### config.mk
export PLATFORM = sky130hd
export DESIGN_NAME = top_kd
export DESIGN_NICKNAME = d
export VERILOG_FILES = /design/src/rtl/kd_pkg.sv /design/src/rtl/kd_debounce.sv /design/src/rtl/top_kd.sv
export SDC_FILE = /design/constraint.sdc
export NUM_CORES = 1
export LEC_CHECK = 0
export BUFFER_PORTS_ARGS = -buffer_cell sky130_fd_sc_hd__clkbuf_2
export CORE_ASPECT_RATIO = 1.75
export CORE_MARGIN = 1
export CORE_UTILIZATION = 59
export CTS_CLUSTER_DIAMETER = 80
export DETAILED_ROUTE_END_ITERATION = 6
export GPL_TIMING_DRIVEN = 1
export MAX_ROUTING_LAYER = met4
export PLACE_DENSITY_LB_ADDON = 0.05
export SETUP_SLACK_MARGIN = 0.15
export SYNTH_ARGS = -nofsm -noshare
export SYNTH_HDL_FRONTEND = slang
export SYNTH_SLANG_ARGS = --single-unit
### constraint.sdc
create_clock -name clk -period 2.5 [get_ports clk]
set_clock_uncertainty 0.2 [all_clocks]
set_input_delay 0.75 -clock clk [delete_from_list [all_inputs] [get_ports clk]]
set_output_delay 0.75 -clock clk [all_outputs]
set_load 0.1 [all_outputs]
### src/rtl/kd_pkg.sv
// Shared constants, debounce state type, keypad decode and 7-segment table
// for the keypad-to-display block.
package kd_pkg;

  localparam logic [3:0] NO_KEY = 4'b1111;

  localparam int DEBOUNCE_CYCLES_DEFAULT = 16;
  localparam int REFRESH_DIV_DEFAULT     = 8;

  typedef enum logic {
    DB_IDLE    = 1'b0,
    DB_PRESSED = 1'b1
  } db_state_e;

  // Active-low {g,f,e,d,c,b,a}; entry 0 sits in the least significant slot.
  localparam logic [15:0][6:0] SEG_TABLE = {
    7'b0001110,  // F
    7'b0000110,  // E
    7'b0100001,  // d
    7'b1000110,  // C
    7'b0000011,  // b
    7'b0001000,  // A
    7'b0010000,  // 9
    7'b0000000,  // 8
    7'b1111000,  // 7
    7'b0000010,  // 6
    7'b0010010,  // 5
    7'b0011001,  // 4
    7'b0110000,  // 3
    7'b0100100,  // 2
    7'b1111001,  // 1
    7'b1000000   // 0
  };

  // Keypad scan code to hex digit; digit D has no key on this pad.
  function automatic logic [3:0] key_map(input logic [3:0] code);
    logic [3:0] digit;
    case (code)
      4'b0000: digit = 4'h1;
      4'b0001: digit = 4'h2;
      4'b0010: digit = 4'h3;
      4'b0011: digit = 4'hA;
      4'b0100: digit = 4'h4;
      4'b0101: digit = 4'h5;
      4'b0110: digit = 4'h6;
      4'b0111: digit = 4'hB;
      4'b1000: digit = 4'h7;
      4'b1001: digit = 4'h8;
      4'b1010: digit = 4'h9;
      4'b1011: digit = 4'hC;
      4'b1100: digit = 4'hE;
      4'b1101: digit = 4'h0;
      4'b1110: digit = 4'hF;
      default: digit = 4'h0;
    endcase
    return digit;
  endfunction

endpackage

### src/rtl/kd_debounce.sv
// Synchronizes the raw keypad code and turns a stable press into exactly one
// key event; the key must be released (stable NO_KEY) before another event.
module kd_debounce
  import kd_pkg::*;
#(
  parameter int DEBOUNCE_CYCLES = DEBOUNCE_CYCLES_DEFAULT
) (
  input  logic       clk,
  input  logic       rst,
  input  logic [3:0] code,
  output logic       key_event,
  output logic [3:0] value
);

  // key_event is a one-cycle strobe with no back-pressure: value is valid in
  // the same cycle key_event is high and holds until the next event.
  localparam int CW = $clog2(DEBOUNCE_CYCLES + 1);
  localparam logic [CW-1:0] CNT_LAST = CW'(DEBOUNCE_CYCLES - 1);
  localparam logic [CW-1:0] CNT_FULL = CW'(DEBOUNCE_CYCLES);

  logic [3:0]    sync1;
  logic [3:0]    sync2;
  logic [3:0]    cur_code;
  logic [CW-1:0] cnt;
  db_state_e     state;
  db_state_e     state_next;
  logic          stable;
  logic          fire;

  assign stable = (sync2 == cur_code) && (cnt == CNT_LAST);

  always_ff @(posedge clk or negedge rst) begin
    if (!rst) begin
      sync1     <= NO_KEY;
      sync2     <= NO_KEY;
      cur_code  <= NO_KEY;
      cnt       <= '0;
      state     <= DB_IDLE;
      key_event <= 1'b0;
      value     <= NO_KEY;
    end else begin
      sync1     <= code;
      sync2     <= sync1;
      state     <= state_next;
      key_event <= fire;
      if (fire) value <= cur_code;
      // Any code change restarts the count; the count saturates so a held
      // code can never satisfy the stability condition a second time.
      if (sync2 != cur_code) begin
        cur_code <= sync2;
        cnt      <= '0;
      end else if (cnt != CNT_FULL) begin
        cnt <= cnt + CW'(1);
      end
    end
  end

  always_comb begin
    state_next = state;
    fire       = 1'b0;
    case (state)
      DB_IDLE: begin
        if (stable && (cur_code != NO_KEY)) begin
          fire       = 1'b1;
          state_next = DB_PRESSED;
        end
      end
      DB_PRESSED: begin
        if (stable && (cur_code == NO_KEY)) state_next = DB_IDLE;
      end
      default: state_next = DB_IDLE;
    endcase
  end

endmodule

### src/rtl/top_kd.sv
// Keypad entry into a 4-digit hex shift register shown on a multiplexed
// active-low 7-segment display.
module top_kd
  import kd_pkg::*;
#(
  parameter int DEBOUNCE_CYCLES = DEBOUNCE_CYCLES_DEFAULT,
  parameter int REFRESH_DIV     = REFRESH_DIV_DEFAULT
) (
  input  logic       clk,
  input  logic       rst,
  input  logic [3:0] key_in,
  output logic [6:0] seg,
  output logic [3:0] an
);

  localparam int RW = $clog2(REFRESH_DIV + 1);
  localparam logic [RW-1:0] REFRESH_LAST = RW'(REFRESH_DIV - 1);

  logic [15:0]   number;
  logic          key_event;
  logic [3:0]    key_value;
  logic [RW-1:0] refresh_cnt;
  logic [1:0]    digit_idx;
  logic [3:0]    nibble;

  kd_debounce #(
    .DEBOUNCE_CYCLES(DEBOUNCE_CYCLES)
  ) u_debounce (
    .clk      (clk),
    .rst      (rst),
    .code     (key_in),
    .key_event(key_event),
    .value    (key_value)
  );

  always_ff @(posedge clk or negedge rst) begin
    if (!rst) begin
      number <= 16'h0000;
    end else if (key_event) begin
      number <= {number[11:0], key_map(key_value)};
    end
  end

  always_ff @(posedge clk or negedge rst) begin
    if (!rst) begin
      refresh_cnt <= '0;
      digit_idx   <= 2'd0;
    end else if (refresh_cnt == REFRESH_LAST) begin
      refresh_cnt <= '0;
      digit_idx   <= digit_idx + 2'd1;
    end else begin
      refresh_cnt <= refresh_cnt + RW'(1);
    end
  end

  assign nibble = number[{digit_idx, 2'b00} +: 4];

  // Both outputs come straight from flops loaded on the same edge, so the
  // digit enable and its pattern always switch together.
  always_ff @(posedge clk or negedge rst) begin
    if (!rst) begin
      an  <= 4'b1110;
      seg <= SEG_TABLE[0];
    end else begin
      an  <= ~(4'b0001 << digit_idx);
      seg <= SEG_TABLE[nibble];
    end
  end

endmodule

# Yosys cells after proc, flatten, opt, wreduce, memory -nomap -nowiden
# Memory sizes are Yosys's and may differ from the RTL's. A register that Yosys moved wholly into a read port is not among the register bits.
# Cells that the tools add are included.
# word_totals
ff_bits,49
latch_bits,0
ram_bits,0
rom_bits,176
inputBits,6
out_inout_bits,11
n_memories,2
# memory_table
memory,words,width,rd,rd_clocked_by_memory_dff,write_ports,line,source
(no name shown),16,7,1,1,0,top_kd.sv:66,seg <= SEG_TABLE[nibble];
(no name shown),16,4,1,1,0,kd_pkg.sv:38,case (code)
# classes
n_addsub,3
mul,0
n_div,0
order_cmp,0
eq_ne,7
shift,2
mux,7
bitwise,2
n_reduce_logical,6
# ops
operator,n
16-bit by 5-bit indexed part select with 4-bit output,1
5-bit two-way mux,2
"5-bit by 1-bit adder with 5-bit output, second input constant",1
"5-bit by 4-bit == test with 1-bit output, second input constant",1
"5-bit inequality test, second input constant",1
"4-bit by 1-bit adder with 4-bit output, second input constant",1
"4-bit by 3-bit == test with 1-bit output, second input constant",1
4-bit == test,1
"4-bit == test, second input constant",1
4-bit two-way mux,1
4-bit inequality test,1
"4-bit inequality test, second input constant",1
4-bit NOT,1
"1-bit by 2-bit left shift with 4-bit output, first input constant",1
1-bit logical AND,3
1-bit two-way mux,3
"2-bit by 1-bit adder with 2-bit output, second input constant",1
1-bit zero test,2
1-bit one-hot mux with 2 select lines,1
2-bit nonzero test,1
1-bit NOT,1

# Longest topological paths before layout
# Gate-level depths: netlist of run 1.
# logic_depth
ltp_word,5
depth_mapped,7
mapped_depth_nobuf,6

# By module
# Synthesis of run 1 repeated with hierarchy kept, for this count alone.
# hier_totals
hier_cells,191
hier_area_um2,2605.0
# modules_own_cells
module,n_inst,cells_each,area_each_um2,seq_area_each_um2
top_kd,1,130,1722.9,830.8
kd_debounce,1,61,882.1,595.6

# Worst setup path after synthesis of run 1
# No wires, ideal clock.
# synth_path
kind,register to register
from,register u_debounce.cnt[1]
to,register u_debounce.value[0]
arrival_ns,1.798
required_ns,2.218
slack_ns,0.419
path_stages_with_launch,8
path_cell_list,dfrtp_1 > ha_1 > and3_1 > ha_1 > inv_1 > or4b_1 > buf_6 > mux2_4
# synth_between
elab_chain_len,5
# synth_rtl
item,line,source
start: declaration,kd_debounce.sv:24,logic [CW-1:0] cnt;
start signal: assignment,kd_debounce.sv:53,cnt <= cnt + CW'(1);
5-bit by 4-bit == test with 1-bit output,kd_debounce.sv:30,assign stable = (sync2 == cur_code) && (cnt == CNT_LAST);
1-bit logical AND,kd_debounce.sv:30,
1-bit logical AND,kd_debounce.sv:63,if (stable && (cur_code != NO_KEY)) begin
1-bit two-way mux,kd_debounce.sv:63,
1-bit two-way mux,kd_debounce.sv:61,case (state)
end signal: assignment,kd_debounce.sv:46,if (fire) value <= cur_code;
end: declaration,kd_debounce.sv:12,output logic [3:0] value
# Every way passes these cells.
# A chain may end at the register's enable or synchronous reset.

# Worst setup path in the final report of run 1
# Same ends and word-level chain as after synthesis.

==> results.yml, run 1 <==
run_status:
  status: "complete, no violations"
sta:
  rsz0062_at_grt: "false"
  worst_pin_slew_ns: 0.766
  setup-violations-final: 0
  slew_headroom: 0.482
  fin_crit_sh: 0.899
  maxSlewViolCount: 0
  holdWs_ns: 0.162
  hold_viol: 0
  finalSetupTns_ns: 0
  max_freq_mhz: 445
  period_minus_slack_ns: 2.25
cts:
  htree_levels: 2
  clock_latency_ns: 0.30
  clock_tree.buffer_depth: 2
  cts_tree: "yes"
  ctsHoldBuffers: 0
  clkSinkCount: 56
  cts_setup_buffers: 0
  clock-root-buffer: "clkbuf_8"
  numCtsBuffers: 5
  path_clk_slew_ns: 0.08
critical_path:
  reg2reg_depth: 6
  r2r-start: "u_debounce.cnt[1]$_DFFE_PN0P_"
  worstReg2RegEnd: "u_debounce.value[0]$_DFFE_PN1P_"
  crit_path_start_kind: "register"
  rrSetupSlack_ns: 0.25
  critPathKind: "reg -> reg"
  endpoint_kind: "register"
  arrival_ns: 2.27
  worstPathRequired_ns: 2.52
  path_max_fanout: 5
cells_and_area:
  nets: 236
  antenna-diode-count: 0
  drive_gt1_frac: 0.332
  synthToLayoutAreaGrowth_pct: 7.75
logic_synthesis:
  synth.net_count: 223
  post_synth_inst_count: 198
  yosysUniqueCellTypes: 37
  synth_edf_count: 0
  ys_async_sr_fraction: 1.00
  ys_ff_latch: 56
  synth_seq_area_share: 0.559
  syn_area_mm2: 0.00255
  ys_warn_count: 0
  synth_flop_cell: "dfrtp_1"
  syn_area_per_cell_um2: 12.9
routing:
  drc: 0
  vias_per_cell: 5.61
  drtIter0Drc: 18
  vias: 1459
  drtPass1Iterations: 4
  drtAntennaViolNets: 0
  wl_um: 3920
  wire_per_inst_um: 15.1
placement:
  gp_congestion: 0.715
  io_buffers: 16
  hpwl_um: 2880
grt:
  gr-total-overflow: 0
  antenna_found_initial: 0
  grt_max_degree: 57
  grt_first_pass_wirelength_um: 6490
  grt_usage: 0.205
  grt_pass1_vias: 1444
floorplan:
  die_x_um: 51.7
  dieHeight_um: 89.0
  core_mm2: 0.00415
  initial_utilization: 0.615
  io-pin-count: 17
  die-area_mm2: 0.00460
  rows: 31
power:
  p_per_area_mw_per_mm2: 524
  p_leak_nw: 1.29
  peakVddDrop_mv: 0.501
hold_path:
  min_from: "u_debounce.sync1[0]$_DFF_PN1_"
  hold_path_depth: 0
  holdPathEnd: "u_debounce.sync2[0]$_DFF_PN1_"
  hp-class: "reg -> reg"
flow_run:
  drv_cap: 0
cells in the final DEF (no fill, tap or decap), drive strengths merged, types with 2 or more instances in the layout:
cell type / count
dfrtp: 36
clkbuf: 22
mux2: 21
dfstp: 20
ha: 19
inv: 18
nor2: 10
xnor2: 7
o21ai: 7
nand2: 5
mux4: 4
nor2b: 4
a21oi: 4
nand2b: 4
nand3: 4
o21a: 3
a22oi: 2
xor2: 2
nor3: 2
a31oi: 2
nand4: 2
stage by stage:
step	setup slack, ns	util	cell area, um^2	cells	total power (W)
6_report	0.252	0.663	2750	260	0.00144
5_1_grt	0.166	0.663	2750	260	0.00150
4_1_cts	0.180	0.662	2750	260	0.00146
3_5_place_dp	0.208	0.642	2660	253	0.000988
3_3_place_gp	0.289	0.642	2660	253	0.000986
2_1_floorplan	0.419	-	2550	198	0.000961
repair_timing:
action                                  CTS  global route
endpoints found under the setup margin    0             1
gates resized for setup                   0             1
endpoints found under the hold margin     0             0
worst max-delay path, cell delays in order, from the launching register on:
cell     delay (ns)
dfrtp_1        0.40
ha_1           0.21
and3_1         0.17
ha_1           0.13
inv_1          0.04
or4b_1         0.68
mux2_4         0.35
report_power, final:
part           internal, W  switching [W]
combinational    0.0000132      0.0000237
clock             0.000216       0.000255
sequential        0.000925     0.00000784
worst max-delay path by stage:
stage                                       startpoint                         endpoint  cells past startpoint
floorplan                u_debounce.cnt[1]$_DFFE_PN0P_  u_debounce.value[0]$_DFFE_PN1P_                      7
global placement    u_debounce.cur_code[1]$_DFFE_PN1P_  u_debounce.value[0]$_DFFE_PN1P_                      4
detailed placement            digit_idx[0]$_DFFE_PN0N_                 seg[3]$_DFF_PN0_                      6
CTS                           digit_idx[0]$_DFFE_PN0N_                 seg[3]$_DFF_PN0_                      6
global route        u_debounce.cur_code[0]$_DFFE_PN1P_  u_debounce.value[0]$_DFFE_PN1P_                      4
finish                   u_debounce.cnt[1]$_DFFE_PN0P_  u_debounce.value[0]$_DFFE_PN1P_                      6
layout make-up:
class                           count  area [um^2]
Tap cell                           49         61.3
Multi-Input combinational cell    113         1010
Fill cell                         302         1400
Sequential cell                    56         1430
Clock buffer                        6         82.6
Clock inverter                      1         3.75
Inverter                           18         67.6
Timing Repair Buffer               17          100
cell usage after synthesis (3+ instances only):
library cell  instances  share of area
a21oi_1               4         0.0078
clkbuf_1              8          0.012
dfrtp_1              36           0.35
dfstp_2              20           0.21
ha_1                 19          0.093
inv_1                18          0.026
mux2_2               17          0.075
mux2_4                4          0.024
mux4_2                4          0.035
nand2_1               5         0.0074
nand2b_1              4         0.0098
nand3_1               4         0.0078
nor2_1               10          0.015
nor2b_1               4         0.0098
o21a_1                3         0.0088
o21ai_0               6          0.012
xnor2_1               7          0.024
state kept, by name, summed over array words and instances, names as in the netlist, 2 cells and up, named ones only:
name and count:
digit_idx 2, u_debounce.cur_code 4, an 4, u_debounce.sync1 4, refresh_cnt 4, number 16
seg 7, u_debounce.value 4, u_debounce.cnt 5, u_debounce.sync2 4
per-layer routing:
| layer | up-vias | share of wire | track usage |
|---|---|---|---|
| li1 | 684 | - | - |
| met1 | 731 | 0.36 | 0.187 |
| met2 | 31 | 0.57 | 0.375 |
| met3 | 13 | 0.027 | 0.0374 |
| met4 | 0 | 0.040 | 0.128 |
| met5 | - | 0 | - |
logic make-up after synthesis:
family | share of synthesized area
fa+ha+maj | 0.0931
compound gates | 0.0569
xor+xnor | 0.0309
buf+inv | 0.0466
flops | 0.559
simple gates | 0.0760
mux | 0.138
Power figures use the tool's default switching activity.
==> inputs of run 2 (changes only) <==
--- a/config.mk
+++ b/config.mk
@@ -5,10 +5,11 @@
 export SDC_FILE = /design/constraint.sdc
 export NUM_CORES = 1
 export LEC_CHECK = 0
+export ABC_AREA = 1
 export BUFFER_PORTS_ARGS = -buffer_cell sky130_fd_sc_hd__clkbuf_2
 export CORE_ASPECT_RATIO = 1.75
 export CORE_MARGIN = 1
-export CORE_UTILIZATION = 59
+export CORE_UTILIZATION = 60
 export CTS_CLUSTER_DIAMETER = 80
 export DETAILED_ROUTE_END_ITERATION = 6
 export GPL_TIMING_DRIVEN = 1
==> results.yml, run 2 <==
sta:
  maxSlewViolCount: 0
  period_minus_slack_ns: 2.24
  finalSetupTns_ns: 0
  setup_ws_ns: 0.260
  setup-violations-final: 0
  slew_headroom: 0.448
  fin_crit_sh: 0.896
  hold_viol: 0
  max_freq_mhz: 446
  rsz0062_at_grt: "false"
  worst_pin_slew_ns: 0.829
grt:
  grt_max_degree: 57
  grt_pass1_vias: 1721
  antenna_found_initial: 0
  grt_usage: 0.206
  grt_first_pass_wirelength_um: 7050
  gr-total-overflow: 0
critical_path:
  reg2reg_depth: 8
  slowest_delay_ns: 0.53
  cpMaxStageDelayCell: "dfstp_2"
  arrival_ns: 1.29
  critPathKind: "reg -> out"
  path_cells: "clkbuf_2"
  cp_top_family: "flip-flops"
  crit_path_start_kind: "register"
  endpoint_kind: "output pin"
  path_buf_inv: 1
  path_max_fanout: 1
  critical_path_depth: 1
  worstPathRequired_ns: 1.55
floorplan:
  initial_utilization: 0.637
  core_mm2: 0.00423
  io-pin-count: 17
  die-area_mm2: 0.00477
  rows: 31
  dieHeight_um: 90.6
  die_x_um: 52.6
hold_path:
  hold_path_depth: 0
  hp-class: "reg -> reg"
power:
  p_per_area_mw_per_mm2: 509
  peakVddDrop_mv: 0.472
  p_leak_nw: 1.47
logic_synthesis:
  synth_edf_count: 0
  synth_flop_cell: "dfrtp_1"
  post_synth_inst_count: 287
  synth_seq_area_share: 0.530
  synth_area_leaders: "dfrtp_1 33%, dfstp_2 20%, ha_1 8.8%"
  yosysUniqueCellTypes: 28
  synth_top_area_cell: "dfrtp_1"
  ys_ff_latch: 56
  syn_area_mm2: 0.00269
  ys_async_sr_fraction: 1.00
  synth.net_count: 312
  synthTopCellsByCount: "61 x nand2_1, 36 x dfrtp_1, 35 x inv_1, 20 x dfstp_2, 19 x ha_1"
  synth.most_common_cell: "nand2_1"
  syn_area_per_cell_um2: 9.38
  ys_warn_count: 0
  synth_top_area_frac: 0.335
cts:
  clock-root-buffer: "clkbuf_8"
  path_clk_slew_ns: 0.10
  htree_levels: 2
  clkSinkCount: 56
  cts_resized: 0
  cts_tree: "yes"
  numCtsBuffers: 5
  clock_tree.buffer_depth: 2
  cts_setup_buffers: 0
  ctsHoldBuffers: 0
  clock_latency_ns: 0.31
routing:
  wire_per_inst_um: 11.9
  drtAntennaViolNets: 0
  drtIter0Drc: 51
  vias: 1833
  drc: 0
  wl_um: 4190
  drtPass1Iterations: 4
  vias_per_cell: 5.21
cells_and_area:
  largest_reg_flops: 16
  layout_commonest_cell: "nand2_1"
  top_register: "number"
  fillers: 356
  fin_util: 0.684
  synthToLayoutAreaGrowth_pct: 7.44
  antenna-diode-count: 0
  drive_gt1_frac: 0.211
  top_regs: "number x16, seg x7, u_debounce.cnt x5"
  final_cell_mix: "61 x nand2_1, 36 x dfrtp_1, 35 x inv_1"
  nets: 327
placement:
  hpwl_um: 3080
  preCtsSetupSlack_ns: 0.482
  gp_congestion: 0.872
  io_buffers: 16
flow_run:
  drv_cap: 0
run_status:
  status: "complete, no violations"
## run 2: logic make-up (layout without fill, tap and decap cells)
| family | after synthesis | count (layout) | synth area share |
|---|---|---|---|
| AOI/OAI and AO/OA | 48 | 48 | 0.0986 |
| xor gates and xnor gates | 6 | 6 | 0.0195 |
| adders and majority gates | 19 | 19 | 0.0883 |
| buffers and inverters | 49 | 65 | 0.0749 |
| DFF | 56 | 56 | 0.530 |
| and+or+nand+nor | 109 | 109 | 0.189 |
## run 2: metal layers
layer,vias up,part of all wire,global-route usage
met3,5,0.022,0.0404
met2,28,0.57,0.392
met1,866,0.39,0.183
met5,-,0,-
met4,0,0.019,0.0789
li1,934,-,-
## run 2: cell type report
cell class,count,area [um^2],share of cell area
sequential,56,1430,0.493
multi-input combinational,182,1060,0.368
inverter,40,153,0.0528
timing repair buffer,17,100,0.0346
clock buffer,6,72.6,0.0251
tap,49,61.3,0.0212
clock inverter,2,15.0,0.00519
## run 2: path summary, 6_finish.rpt
kind,start,to,slack [ns]
min in group asynchronous,rst,seg[2]$_DFF_PN0_,0.22
max in group asynchronous,rst,u_debounce.sync2[3]$_DFF_PN1_,1.57
worst max-delay path,an[1]$_DFF_PN1_,an[1],0.26
worst min register to register,u_debounce.sync1[1]$_DFF_PN1_,u_debounce.sync2[1]$_DFF_PN1_,0.16
worst max register to register,digit_idx[0]$_DFFE_PN0N_,seg[3]$_DFF_PN0_,0.45
worst min-delay path,u_debounce.sync1[1]$_DFF_PN1_,u_debounce.sync2[1]$_DFF_PN1_,0.16
## run 2: per-stage QoR
step / power [W] / hold WS (ns) / std cells / cell area [um^2]
final: 0.00147 / 0.162 / 352 / 2890
after CTS: 0.00149 / 0.163 / 352 / 2890
after global routing: 0.00154 / 0.164 / 352 / 2890
after global placement: 0.00100 / 0.148 / 344 / 2800
after floorplan: 0.000974 / 0.145 / 287 / 2690
after detailed placement: 0.00100 / 0.148 / 344 / 2800
## run 2: report_power, final
| group | switching (W) | internal, W |
|---|---|---|
| clock network | 0.000286 | 0.000201 |
| registers | 0.00000952 | 0.000925 |
| logic | 0.0000345 | 0.0000159 |
==> inputs of run 3 (changes only) <==
--- a/config.mk
+++ b/config.mk
@@ -9,7 +9,8 @@
 export BUFFER_PORTS_ARGS = -buffer_cell sky130_fd_sc_hd__clkbuf_2
 export CORE_ASPECT_RATIO = 1.75
 export CORE_MARGIN = 1
-export CORE_UTILIZATION = 60
+export CORE_UTILIZATION = 40
+export CTS_BUF_LIST = sky130_fd_sc_hd__clkbuf_2
 export CTS_CLUSTER_DIAMETER = 80
 export DETAILED_ROUTE_END_ITERATION = 6
 export GPL_TIMING_DRIVEN = 1
==> results.yml, run 3 (synthesized netlist as in run 2, its figures left out) <==
run_status:
  status: "complete, no violations"
placement:
  io_buffers: 16
  hpwl_um: 3290
  gp_congestion: 0.801
  post_dp_cell_area_mm2: 0.00285
  dp_cells: 378
hold_path:
  hp-class: "in -> reg"
cells_and_area:
  nets: 329
  fin_util: 0.451
  seqCellArea_mm2: 0.00143
  largest_reg_flops: 16
  layout_commonest_cell: "nand2_1"
  multiInputGateArea_mm2: 0.00106
  fillers: 637
  drive_gt1_frac: 0.216
  top_register: "number"
  fin_cells: 388
  fin_area_mm2: 0.00293
  final_cell_mix: "61 x nand2_1, 35 x inv_1, 35 x dfrtp_1"
  synthToLayoutAreaGrowth_pct: 8.79
  top_regs: "number x16, seg x7, u_debounce.cnt x5"
power:
  p_leak_nw: 1.46
  peakVddDrop_mv: 0.362
  power.total_w: 0.00134
  p_per_area_mw_per_mm2: 457
floorplan:
  core_mm2: 0.00649
  io-pin-count: 17
  die_x_um: 64.0
  die-area_mm2: 0.00707
  initial_utilization: 0.415
  dieHeight_um: 111
  rows: 39
critical_path:
  path_buf_inv: 1
  path_cells: "buf_4"
  crit_path_start_kind: "register"
  cpMaxStageDelayCell: "dfstp_2"
  cp_top_family: "flip-flops"
  worstPathRequired_ns: 1.55
  path_max_fanout: 1
  critPathKind: "reg -> out"
  endpoint_kind: "output pin"
  slowest_delay_ns: 0.59
  arrival_ns: 1.32
routing:
  wire_per_inst_um: 11.7
  vias_per_cell: 4.67
  drtAntennaViolNets: 0
  drtPass1Iterations: 4
  drtIter0Drc: 64
  wl_um: 4540
  vias: 1813
  drc: 0
grt:
  antenna_found_initial: 1
  gr-total-overflow: 0
  grt_max_degree: 57
  grt_first_pass_wirelength_um: 7880
  grt_usage: 0.149
  grt_pass1_vias: 1790
sta:
  fin_crit_sh: 0.909
  rsz0062_at_grt: "false"
  max_freq_mhz: 440
  finalSetupTns_ns: 0
  maxSlewViolCount: 0
  slew_headroom: 0.639
  period_minus_slack_ns: 2.27
  hold_viol: 0
  setup-violations-final: 0
  worst_pin_slew_ns: 0.543
cts:
  numCtsBuffers: 5
  cts_setup_buffers: 0
  clock-root-buffer: "clkbuf_2"
  clock_tree.buffer_depth: 2
  cts_tree: "yes"
  clkSinkCount: 56
  path_clk_slew_ns: 0.30
  clock_latency_ns: 0.45
  htree_levels: 2
flow_run:
  drv_cap: 0
-- run 3: final timing paths --
| path | cells after the start | endpoint | slack, ns | from |
|---|---|---|---|---|
| max | 1 | an[2] | 0.23 | an[2]$_DFF_PN1_ |
| min | 1 | u_debounce.sync1[2]$_DFF_PN1_ | 0.16 | key_in[2] |
| max reg2reg | 10 | seg[3]$_DFF_PN0_ | 0.47 | digit_idx[1]$_DFFE_PN0N_ |
| min reg2reg | 0 | u_debounce.sync2[2]$_DFF_PN1_ | 0.17 | u_debounce.sync1[2]$_DFF_PN1_ |
| max in group asynchronous | 3 | u_debounce.value[3]$_DFFE_PN1P_ | 1.19 | rst |
| min in group asynchronous | 3 | an[0]$_DFF_PN0_ | 0.56 | rst |
-- run 3: metrics by stage --
stage / setup slack [ns] / hold slack [ns]
2_1_floorplan: 0.662 / 0.145
3_3_place_gp: 0.514 / 0.146
3_5_place_dp: 0.464 / 0.148
4_1_cts: 0.155 / 0.0136
5_1_grt: 0.151 / 0.0815
6_report: 0.226 / 0.157
-- run 3: power by group --
part           internal, W  switching (W)  total (W)
clock network    0.0000645       0.000283   0.000347
logic            0.0000168      0.0000349  0.0000517
registers         0.000928     0.00000961   0.000938
total              0.00101       0.000327    0.00134
-- run 3: final cells by class --
| class | count | area share |
|---|---|---|
| tap | 82 | 0.0350 |
| timing repair buffer | 19 | 0.0462 |
| clock inverter | 3 | 0.00641 |
| antenna | 1 | 0.000855 |
| sequential | 56 | 0.488 |
| clock buffer | 5 | 0.00855 |
| inverter | 40 | 0.0521 |
| multi-input combinational | 182 | 0.363 |
-- run 3: what timing repair did --
item                       in CTS  in global routing
setup endpoints to repair       4                  6
hold endpoints to repair        0                  9
hold buffers                    0                  1
resized for setup               4                  8
-- run 3: routing by layer --
layer	routed length, um	vias up	share of wire	GRT usage
li1	-	940	-	-
met1	1720	849	0.38	0.135
met2	2640	19	0.58	0.289
met3	88	5	0.019	0.0279
met4	89	0	0.020	0.0591
met5	0	-	0	-
